[src/rtl/instruction_fetch.sv]
// instruction_fetch: loadable program memory feeding the processador iin port.
// Each word is held on iin for HOLD_CYCLES clocks. The walk stops on HALT_WORD
// or after the last address has been issued.
//
//   state | meaning
//   IDLE  | waiting for start; program memory writable
//   ISSUE | instruction on iin, hold counter running; memory read-only
//   DONE  | halt word reached or memory end passed; writable, restartable
module instruction_fetch #(
  parameter int                DATA_W      = 16,
  parameter int                ADDR_W      = 5,
  parameter int                HOLD_CYCLES = 4,
  parameter logic [DATA_W-1:0] HALT_WORD   = 16'hFFFF
) (
  input  logic              clock,
  input  logic              resetn,
  input  logic              load_en,
  input  logic [ADDR_W-1:0] load_addr,
  input  logic [DATA_W-1:0] load_data,
  input  logic              start,
  input  logic              stop,
  output logic [DATA_W-1:0] iin,
  output logic [ADDR_W-1:0] pc,
  output logic              issue,
  output logic              running,
  output logic              done
);

  typedef enum logic [1:0] {
    IDLE  = 2'd0,
    ISSUE = 2'd1,
    DONE  = 2'd2
  } state_t;

  localparam int               DEPTH     = 1 << ADDR_W;
  localparam logic [7:0]        CNT_LAST  = 8'(HOLD_CYCLES - 1);
  localparam logic [ADDR_W-1:0] LAST_ADDR = '1;

  state_t            state;
  logic [7:0]        cnt;
  logic [DATA_W-1:0] mem [DEPTH];
  logic [ADDR_W-1:0] pc_next;
  logic [DATA_W-1:0] word_first;
  logic [DATA_W-1:0] word_next;
  logic              end_of_prog;
  logic              write_ok;

  // Read ports: first word for start, following word for the end of a hold window.
  always_comb begin
    pc_next     = pc + ADDR_W'(1);
    word_first  = mem[0];
    word_next   = mem[pc_next];
    end_of_prog = (pc == LAST_ADDR) || (word_next == HALT_WORD);
    write_ok    = load_en && (state != ISSUE);
  end

  // Program memory write; contents deliberately survive reset so a program can be rerun.
  always_ff @(posedge clock) begin
    if (write_ok) begin
      mem[load_addr] <= load_data;
    end
  end

  // Sequencer FSM with registered outputs; issue defaults low and pulses on each new word.
  always_ff @(posedge clock or negedge resetn) begin
    if (!resetn) begin
      state   <= IDLE;
      iin     <= '0;
      pc      <= '0;
      cnt     <= '0;
      issue   <= 1'b0;
      running <= 1'b0;
      done    <= 1'b0;
    end else begin
      issue <= 1'b0;
      case (state)
        IDLE, DONE: begin
          // A write in the same cycle as start wins; start must be repeated.
          if (start && !load_en) begin
            if (word_first != HALT_WORD) begin
              state   <= ISSUE;
              iin     <= word_first;
              pc      <= '0;
              cnt     <= '0;
              issue   <= 1'b1;
              running <= 1'b1;
              done    <= 1'b0;
            end else begin
              state   <= DONE;
              iin     <= '0;
              running <= 1'b0;
              done    <= 1'b1;
            end
          end
        end
        ISSUE: begin
          if (stop) begin
            state   <= IDLE;
            iin     <= '0;
            pc      <= '0;
            cnt     <= '0;
            running <= 1'b0;
            done    <= 1'b0;
          end else if (cnt == CNT_LAST) begin
            cnt <= '0;
            if (end_of_prog) begin
              state   <= DONE;
              iin     <= '0;
              running <= 1'b0;
              done    <= 1'b1;
            end else begin
              iin   <= word_next;
              pc    <= pc_next;
              issue <= 1'b1;
            end
          end else begin
            cnt <= cnt + 8'd1;
          end
        end
        default: begin
          state   <= IDLE;
          iin     <= '0;
          pc      <= '0;
          cnt     <= '0;
          running <= 1'b0;
          done    <= 1'b0;
        end
      endcase
    end
  end

endmodule

[config.mk]
export PLATFORM = sky130hd
export DESIGN_NAME = instruction_fetch
export DESIGN_NICKNAME = d
export VERILOG_FILES = /design/src/rtl/instruction_fetch.sv
export SDC_FILE = /design/constraint.sdc
export NUM_CORES = 1
export LEC_CHECK = 0
export BUFFER_PORTS_ARGS = -buffer_cell sky130_fd_sc_hd__buf_2
export CAP_MARGIN = 20
export CORE_MARGIN = 2
export CORE_UTILIZATION = 41
export DETAILED_ROUTE_END_ITERATION = 7
export SYNTH_ARGS = -nofsm -noshare
export SYNTH_HDL_FRONTEND = slang
export SYNTH_SLANG_ARGS = --single-unit
[constraint.sdc]
create_clock -name clock -period 3.8 [get_ports clock]
set_clock_uncertainty 0.1 [all_clocks]
set_input_delay 0.19 -clock clock [delete_from_list [all_inputs] [get_ports clock]]
set_output_delay 0.19 -clock clock [all_outputs]
set_load 0.005 [all_outputs]
==> results by group <==
Synth
  • Flops & latches, synth: 544
  • Synth Instances: roughly 1.0k
  • Avg Inst Size Synth: around 21 sq um
  • Leading area contributor after synthesis: edfxtp_1
  • Commonest cells post-synth: 512 x edfxtp_1, 128 x mux4_2, 45 x nor2_1, 36 x nor2b_1, 34 x and3_1
  • Synth async-reset ratio: 0.0588
  • Top FF cell, synth: edfxtp_1
  • Post-Synth XOR/XNOR Area: 0.00279
  • Post-Syn Area: between 20000 and 25000 sq um
  • Sequential area share after synthesis: 0.750
  • Synth Net Count: about 1.1k
  • Top-count cell post-synth: edfxtp_1
  • Synth Area in Compound Gates: 0.0316
  • Synth warn: 0
  • Mux share of post-synthesis cell area: 0.149
  • Post-synth EDFFs: ~510
  • Count of different cell masters after synthesis: 49
  • Largest family of logic cells by synthesized area: multiplexers
  • Simple-Gate Fraction of Synth Area: 0.0468
  • Synth area leaders: edfxtp_1 71%, mux4_2 13%, dfrtp_1 3.7%
  • Share of the synthesized area in the top cell type: 0.713
  • Post-synthesis adder-cell area fraction: 0.00174

Floorplanning
  • Die Y: between 200 and 250 microns
  • Boundary Pins: 50
  • Initial Util: 0.413
  • Core Box Area: approximately 52000 sq um
  • Core Rows: 84
  • Die width: roughly 230 microns
  • Die ar.: between 50000 and 60000 sq um

Status
  • Status: complete, no violations

Power and ir drop
  • Power density over the cells: ~660 nW/um^2
  • Total power: 16.9 mW
  • Internal power: about 12 mW
  • Sw power: 4.58 mW
  • LEAKAGE: around 8.4 nW
  • Sw frac: 0.272
  • Peak supply drop: around 0.37 mV
  • Clock share of power: 0.318
  • Sequential Power Share: 0.404
  • Gate power share: 0.278

Critical path
  • Worst reg-to-reg path cell count: 11
  • CP Capture Type: flip-flop
  • Worst path required time: 4.19 ns
  • CP Launch Point: pc[0]$_DFFE_PN0P_
  • Crit Path Category: reg2reg
  • Reg-to-reg slack, setup: 0.08 ns
  • FF-to-FF Start: pc[0]$_DFFE_PN0P_
  • Largest fanout on the critical path: 21
  • Critical path startpoint category: flip-flop
  • CP Data Arrival Time: roughly 4.1 ns

Clocking
  • TritonCTS Buffers: 55
  • CTS tree: done
  • CTS Buffer Depth: 3
  • Total clock sinks: ~540
  • H-tree levels: 2
  • Clock transition at path regs: around 0.060 ns
  • Clock Tree Root: clkbuf_16
  • Clk_lat worst skew: approximately 0.60 ns

Global route
  • Number of global-route vias before repair: 11.0k
  • Gr usage total: 0.193
  • Largest net degree at the start of global routing: 33
  • Total grt overflow: 0
  • Initial antenna violation count: 4
  • First-pass GRT wire length: roughly 75000 microns

Job
  • Max cap viols: 0

Route
  • Vias per cell: about 5.7
  • DR iter-0 viols: ~1.2k
  • DR DRC count: 0
  • Total wire length: 52000 microns
  • Detail Route Antenna Nets: 0
  • DR vias: 11.0k
  • DRT Pass-1 Iters: 5
  • Mean routed wirelength per cell: around 27 microns

Placement
  • Placer congestion estimate: approximately 0.9
  • Placed cell count: ~1.8k
  • Port buffer count: a little under 50
  • Dpl hpwl: roughly 32000 microns

Timing
  • Worst hold margin: between 0.04 and 0.05 ns
  • Total negative slack: 0 ns
  • Hold Vio Cnt, Final: 0
  • Rel. slew slack: 0.309
  • Fin crit share: 0.980
  • Worst-Margin Slew: between 1 and 1.5 ns
  • Minimum clock period: approximately 3.7 ns
  • Slew Limit Fails: 0
  • Max Clk Rate: between 200 and 300 MHz
  • Setup Viol. Count Final: 0

Layout
  • Fraction of layout cells with a size suffix above 1: 0.323
  • Final cell count without fillers: 1930
  • Area grow syn2layout: 17.9%
  • Fin util: 0.486
  • Layout Nets: roughly 1.2k

Worst hold path
  • Hold path startpoint: start
  • Hold Crit Depth: 4
  • Worst min path class: in2reg
critical path, stage by stage (launching register included):
cell and delay (ns):
dfrtp_4 0.52, ha_4 0.36, buf_12 0.18, buf_4 0.20
mux4_2 0.51, a2111oi_0 0.55, or4_1 0.32, nor4_4 0.08
a41oi_2 0.20, nand2_1 0.12, buf_12 0.20, o31ai_1 0.26
repair_timing:
item / 4_1_cts / 5_1_grt
gates cloned: 0 / 2
hold buffers: 3 / 0
gates resized for setup: 11 / 34
endpoints found under the hold margin: 36 / 0
endpoints found under the setup margin: 16 / 24
setup buffers: 0 / 3
pin swaps: 0 / 2
power groups by stage:
stage	clock network (mW)	registers [mW]	logic [mW]
finish	5.37	6.82	4.68
global route	5.70	6.83	4.96
CTS	5.47	6.81	4.43
detailed placement	0	6.94	4.41
global placement	0	6.93	4.40
floorplan	0	6.91	2.80
placed cells by master (no fill, tap or decap), drive strengths merged, types with 16 or more instances in the layout:
cell type	instances
mux4	128
a2111oi	32
clkbuf	73
clkinv	22
or4	16
and3	34
edfxtp	512
nor2	45
buf	159
dfrtp	32
mux2i	32
nor2b	36
o31ai	16
a22oi	16
metal layers:
| metal | share of wire | track usage | vias up |
|---|---|---|---|
| met5 | 0 | 0 | - |
| li1 | - | - | 4696 |
| met3 | 0.067 | 0.0449 | 59 |
| met4 | 0.017 | 0.0533 | 0 |
| met1 | 0.43 | 0.267 | 5894 |
| met2 | 0.49 | 0.307 | 374 |
through the flow:
step	instance area [sq um]	setup slack, ns
2_1_floorplan	21600	0.572
3_3_place_gp	23300	-0.100
3_5_place_dp	23300	-0.0866
4_1_cts	25200	0.0107
5_1_grt	25400	-0.0134
6_report	25400	0.0769
final timing paths:
path | endpoint
max | iin[2]$_DFFE_PN0P_
max in group asynchronous | pc[0]$_DFFE_PN0P_
min | issue$_DFF_PN0_
min reg2reg | iin[9]$_DFFE_PN0P_
max reg2reg | iin[2]$_DFFE_PN0P_
min in group asynchronous | iin[7]$_DFFE_PN0P_
flip-flops by register name, summed over array words and instances, names as in the netlist:
name	flops
mem	512
iin	16
cnt	8
issue	1
pc	5
state	2
cell type report:
cell class	count	area, sq um
fill	4195	26800
sequential	544	16200
multi-input combinational	432	5220
clock buffer	71	1480
timing repair buffer	164	1360
tap	688	861
clock inverter	29	303
inverter	1	3.75
antenna	1	2.50
cells by family (layout without fill, tap and decap cells):
kind of cell | Yosys count | after routing
other cells | 0 | 1
flops | 544 | 544
compound gates | 85 | 85
fa+ha+maj | 3 | 3
buf+inv | 61 | 265
simple gates | 178 | 178
xor+xnor | 6 | 6
mux | 160 | 160
(Power assumes the default switching activity.)
